--- src/rtl/permutation_iterative_pkg.sv ---
`default_nettype none
// ============================================================================
// Module      : permutation_iterative_pkg
// Description : Shared types and tables for the iterative Ascon permutation.
// Revision    : 1.0 - initial release
// ============================================================================
package permutation_iterative_pkg;

    typedef logic [4:0][63:0] type_state;

    typedef logic [0:0] fsm_t;
    localparam fsm_t ST_IDLE = 1'b0;
    localparam fsm_t ST_RUN  = 1'b1;

    localparam int c_NUM_RC = 12;

    localparam logic [7:0] c_RC [c_NUM_RC] = '{
        8'hF0, 8'hE1, 8'hD2, 8'hC3, 8'hB4, 8'hA5,
        8'h96, 8'h87, 8'h78, 8'h69, 8'h5A, 8'h4B
    };

    // Indexed by the column value with S0 as the MSB.
    localparam logic [4:0] c_SBOX [32] = '{
        5'h04, 5'h0b, 5'h1f, 5'h14, 5'h1a, 5'h15, 5'h09, 5'h02,
        5'h1b, 5'h05, 5'h08, 5'h12, 5'h1d, 5'h03, 5'h06, 5'h1c,
        5'h1e, 5'h13, 5'h07, 5'h0e, 5'h00, 5'h0d, 5'h11, 5'h18,
        5'h10, 5'h0c, 5'h01, 5'h19, 5'h16, 5'h0a, 5'h0f, 5'h17
    };

    function automatic logic [7:0] get_rc(input logic [3:0] i_idx);
        logic [7:0] w_rc;
        w_rc = 8'h00;
        if (i_idx < 4'd12) begin
            w_rc = c_RC[i_idx];
        end
        return w_rc;
    endfunction

    function automatic logic [63:0] rotr64(input logic [63:0] i_x, input int i_n);
        return (i_x >> i_n) | (i_x << (64 - i_n));
    endfunction

endpackage
`default_nettype wire

--- src/rtl/linear_diffusion.sv ---
`default_nettype none
// ============================================================================
// Module      : linear_diffusion
// Description : Ascon linear layer, per-word XOR of two right rotations.
// Revision    : 1.0 - initial release
// ============================================================================
module linear_diffusion
    import permutation_iterative_pkg::*;
(
    input  type_state i_state,
    output type_state o_state
);

    assign o_state[0] = i_state[0] ^ rotr64(i_state[0], 19) ^ rotr64(i_state[0], 28);
    assign o_state[1] = i_state[1] ^ rotr64(i_state[1], 61) ^ rotr64(i_state[1], 39);
    assign o_state[2] = i_state[2] ^ rotr64(i_state[2],  1) ^ rotr64(i_state[2],  6);
    assign o_state[3] = i_state[3] ^ rotr64(i_state[3], 10) ^ rotr64(i_state[3], 17);
    assign o_state[4] = i_state[4] ^ rotr64(i_state[4],  7) ^ rotr64(i_state[4], 41);

endmodule
`default_nettype wire

--- src/rtl/substitution_layer.sv ---
`default_nettype none
// ============================================================================
// Module      : substitution_layer
// Description : Ascon 5-bit S-box applied to each of the 64 bit columns.
// Revision    : 1.0 - initial release
// ============================================================================
module substitution_layer
    import permutation_iterative_pkg::*;
(
    input  type_state i_state,
    output type_state o_state
);

    for (genvar j = 0; j < 64; j++) begin : g_col
        logic [4:0] w_col_in;
        logic [4:0] w_col_out;

        assign w_col_in  = {i_state[0][j], i_state[1][j], i_state[2][j],
                            i_state[3][j], i_state[4][j]};
        assign w_col_out = c_SBOX[w_col_in];

        assign o_state[0][j] = w_col_out[4];
        assign o_state[1][j] = w_col_out[3];
        assign o_state[2][j] = w_col_out[2];
        assign o_state[3][j] = w_col_out[1];
        assign o_state[4][j] = w_col_out[0];
    end

endmodule
`default_nettype wire

--- src/rtl/permutation_iterative.sv ---
`default_nettype none
// ============================================================================
// Module      : permutation_iterative
// Description : Iterative Ascon permutation, one round per clock (p^a / p^b).
// Revision    : 1.0 - initial release
// ============================================================================
module permutation_iterative
    import permutation_iterative_pkg::*;
#(
    parameter int ROUNDS_A = 12,
    parameter int ROUNDS_B = 6
) (
    input  logic       clock_i,
    input  logic       reset_i,
    input  logic       start_i,
    input  logic       rounds_sel_i,
    input  type_state  state_i,
    output type_state  state_o,
    output logic       busy_o,
    output logic       done_o,
    output logic [3:0] round_o
);

    localparam logic [3:0] c_START_A = 4'(c_NUM_RC - ROUNDS_A);
    localparam logic [3:0] c_START_B = 4'(c_NUM_RC - ROUNDS_B);
    localparam logic [3:0] c_LAST    = 4'(c_NUM_RC - 1);

    type_state  r_state;
    logic [3:0] r_round;
    fsm_t       r_fsm;
    logic       r_done;

    type_state  w_ca;
    type_state  w_sl;
    type_state  w_ld;

    // Constant addition touches only the low byte of S2.
    always_comb begin
        w_ca       = r_state;
        w_ca[2][7:0] = r_state[2][7:0] ^ get_rc(r_round);
    end

    substitution_layer u_substitution_layer (
        .i_state (w_ca),
        .o_state (w_sl)
    );

    linear_diffusion u_linear_diffusion (
        .i_state (w_sl),
        .o_state (w_ld)
    );

    always_ff @(posedge clock_i or posedge reset_i) begin
        if (reset_i) begin
            r_state <= '0;
            r_round <= 4'd0;
            r_fsm   <= ST_IDLE;
            r_done  <= 1'b0;
        end else begin
            r_done <= 1'b0;
            case (r_fsm)
                ST_IDLE: begin
                    if (start_i) begin
                        r_state <= state_i;
                        r_round <= rounds_sel_i ? c_START_B : c_START_A;
                        r_fsm   <= ST_RUN;
                    end
                end
                ST_RUN: begin
                    r_state <= w_ld;
                    // Counter stays at the last index so round_o reads 11 when idle.
                    if (r_round == c_LAST) begin
                        r_fsm  <= ST_IDLE;
                        r_done <= 1'b1;
                    end else begin
                        r_round <= r_round + 4'd1;
                    end
                end
                default: begin
                    r_fsm <= ST_IDLE;
                end
            endcase
        end
    end

    assign state_o = r_state;
    assign busy_o  = (r_fsm == ST_RUN);
    assign done_o  = r_done;
    assign round_o = r_round;

endmodule
`default_nettype wire

--- config.mk ---
export PLATFORM = sky130hd
export DESIGN_NAME = permutation_iterative
export DESIGN_NICKNAME = d
export VERILOG_FILES = /design/src/rtl/permutation_iterative_pkg.sv /design/src/rtl/linear_diffusion.sv /design/src/rtl/substitution_layer.sv /design/src/rtl/permutation_iterative.sv
export SDC_FILE = /design/constraint.sdc
export NUM_CORES = 2
export LEC_CHECK = 0
export CELL_PAD_IN_SITES_DETAIL_PLACEMENT = 0
export CELL_PAD_IN_SITES_GLOBAL_PLACEMENT = 1
export CORE_MARGIN = 4
export CORE_UTILIZATION = 45
export CTS_BUF_LIST = sky130_fd_sc_hd__clkbuf_8
export CTS_CLUSTER_SIZE = 30
export DETAILED_ROUTE_END_ITERATION = 7
export GPL_TIMING_DRIVEN = 0
export HOLD_SLACK_MARGIN = 0.15
export PLACE_DENSITY_LB_ADDON = 0.1
export RECOVER_POWER = 25
export SETUP_SLACK_MARGIN = 0.2
export SLEW_MARGIN = 30
export SYNTH_ARGS = -nofsm -noshare
export SYNTH_HDL_FRONTEND = slang
export SYNTH_HIERARCHICAL = 1
export SYNTH_SLANG_ARGS = --single-unit
--- constraint.sdc ---
create_clock -name clock_i -period 22.2 [get_ports clock_i]
set_clock_uncertainty 0.1 [all_clocks]
set_input_delay 2.22 -clock clock_i [delete_from_list [all_inputs] [get_ports clock_i]]
set_output_delay 2.22 -clock clock_i [all_outputs]
set_load 0.05 [all_outputs]
==> results.json <==
{
  "grt_max_degree": 85,
  "die-area_um2": 91200,
  "fillCellCount": 7897,
  "ys_seq_area_frac": 0.210,
  "cts_root_buf": "clkbuf_8",
  "syn-cell-area_um2": 38900,
  "status": "finished, violations left",
  "dr.pass1.iters": 5,
  "grt_pass1_vias": 31200,
  "post-route-util": 0.566,
  "grt_pass1_wl_um": 237000,
  "num_rows": 107,
  "die_h_um": 302,
  "io_buffers": 648,
  "synth_ff_type": "dfrtp_1",
  "post_cts_buffers": 0,
  "synth_top_cell_area_share": 0.210,
  "synth.net_count": 4649,
  "wl_per_cell_um": 29.7,
  "clkSinkCount": 326,
  "synthTopCellsByArea": "dfrtp_1, xor3_1, ha_1",
  "cp_slowest_cell": "clkbuf_1",
  "post_cts_resized": 0,
  "worstSetupPathType": "in -> async",
  "hpwl_um": 147000,
  "synthCells": 3958,
  "die_w_um": 302,
  "initial_utilization": 0.455,
  "drtIter0Drc": 3068,
  "antenna_found_initial": 5,
  "vias_per_cell": 5.56,
  "violations": "capacitance limit, slew limit",
  "cp.arrival_ns": 6.75,
  "fin_tns_setup_ns": 0,
  "cts_made_buffers": 68,
  "synth_top_area_cell": "dfrtp_1",
  "cts_buffer_depth": 3,
  "hold_buffers": 0,
  "path_cells": "dlygate4sd3_1 -> clkinvlp_2 -> clkbuf_1",
  "drt_wl_total_um": 174000,
  "drc": 0,
  "fin_crit_sh": 0.328,
  "core_um2": 85400,
  "gp_congestion": 1.06,
  "critPathCaptureType": "asynchronous set/reset pin",
  "htree_levels": 3,
  "cts_tree": "yes",
  "nets": 5375,
  "cap_violations": 5,
  "drtAntennaViolNets": 0,
  "tightest_slew_ns": 4.96,
  "yosysUniqueCellTypes": 46,
  "num_vias": 32700,
  "drive_gt1_frac": 0.143,
  "ys_seq_elements": 326,
  "slew_headroom": -2.31,
  "max_freq_mhz": 137,
  "clk_pin_slew_ns": 0.05,
  "design_area_um2": 48300,
  "place_area_um2": 47200,
  "rsz0062_at_grt": "false",
  "start_kind": "input pin",
  "async_flop_share": 1.00,
  "finalHoldViolCount": 0,
  "slew_viol_final": 188,
  "crit_path_max_fanout": 83,
  "setup_violations": 0,
  "cp.required_ns": 21.67,
  "min_period_ns": 7.28,
  "area_growth_syn_to_layout_pct": 24.3,
  "io_pins": 650,
  "synth.avg_cell_area_um2": 9.83,
  "clk_latency_ns": 0.70,
  "hold_path.class": "reg -> reg",
  "ys_warn_count": 6,
  "synth_enable_flop_cells": 0,
  "critPathMaxStageDelay_ns": 3.50,
  "grt_overflow": 0,
  "grt_usage": 0.373
}
## per-layer routing
metal | global-route usage | routed length (um) | up-vias
li1 | - | - | 14800
met1 | 0.476 | 68700 | 16100
met2 | 0.608 | 80600 | 1531
met3 | 0.0908 | 16200 | 356
met4 | 0.158 | 8960 | 2
met5 | 0 | 13 | -
## cell families (layout without fill, tap and decap cells)
group	after synthesis	in the layout	share of synthesized area
AOI/OAI and AO/OA	750	750	0.108
xor gates and xnor gates	540	540	0.247
other	0	5	0
muxes	382	382	0.100
DFF	326	326	0.210
buffers and inverters	681	1452	0.113
adders and majority gates	372	372	0.119
and+or+nand+nor	907	907	0.101
## cells in the mapped netlist, drive strengths merged (23+ instances only)
master and number:
mux2i 324, xor2 132, xnor2 88, a21oi 176, xor3 320, nor2b 23, mux2 58, nand2b 28
inv 188, o21ai 476, ha 367, nand2 439, nor2 210, clkbuf 72, buf 421, nor3 147
dfrtp 326
## worst paths after layout
| kind | depth (start not counted) | end | slack [ns] | startpoint |
|---|---|---|---|---|
| max in group clock_i | 5 | state_o[11]$_DFFE_PP0P_ | 16.26 | start_i |
| min in group asynchronous | 2 | state_o[146]$_DFFE_PP0P_ | 1.94 | reset_i |
| worst min-delay path | 2 | state_o[42]$_DFFE_PP0P_ | 0.48 | state_o[42]$_DFFE_PP0P_ |
| worst min register to register | 2 | state_o[42]$_DFFE_PP0P_ | 0.48 | state_o[42]$_DFFE_PP0P_ |
| worst max-delay path | 3 | state_o[289]$_DFFE_PP0P_ | 14.92 | reset_i |
| worst max register to register | 11 | state_o[5]$_DFFE_PP0P_ | 18.44 | round_o[2]$_DFFE_PP0P_ |
## critical path, delay by kind of cell
family | cells | cell delay (ns)
buffers and inverters | 3 | 4.44
## per-stage QoR
step,hold slack [ns],instances,setup WS [ns]
6_report,0.479,5878,14.92
3_5_place_dp,0.469,5757,18.31
5_1_grt,0.514,5875,14.06
4_1_cts,0.480,5872,17.53
2_1_floorplan,0.433,3958,10.85
3_3_place_gp,0.463,5750,5.72
## sequential cells by signal (all words and copies together), names as in the netlist
name / cells
state_o: 320
round_o: 4
busy_o: 1
done_o: 1
## cell usage in the layout (no fill, tap or decap), types with 142 or more instances in the layout
cell type,n
buf_4,320
nor2_1,210
mux2i_1,324
ha_1,367
inv_1,202
clkdlybuf4s50_1,647
o21ai_0,197
nor3_1,142
a21oi_1,167
nand2_1,439
dfrtp_1,326
xor3_1,298
o21ai_1,279
## area by class of cell
type	count	area (um^2)	share of cell area
Sequential cell	326	8160	0.169
Clock inverter	33	273	0.00564
Clock buffer	82	1130	0.0233
Buffer	493	3450	0.0713
Multi-Input combinational cell	2951	26600	0.550
Tap cell	1144	1430	0.0296
Antenna cell	5	12.5	0.000259
Inverter	188	707	0.0146
Timing Repair Buffer	656	6580	0.136
Power is left out: the tool's default activity adds up to more than one toggle a clock period on the data nets, which glitch-free logic cannot reach.
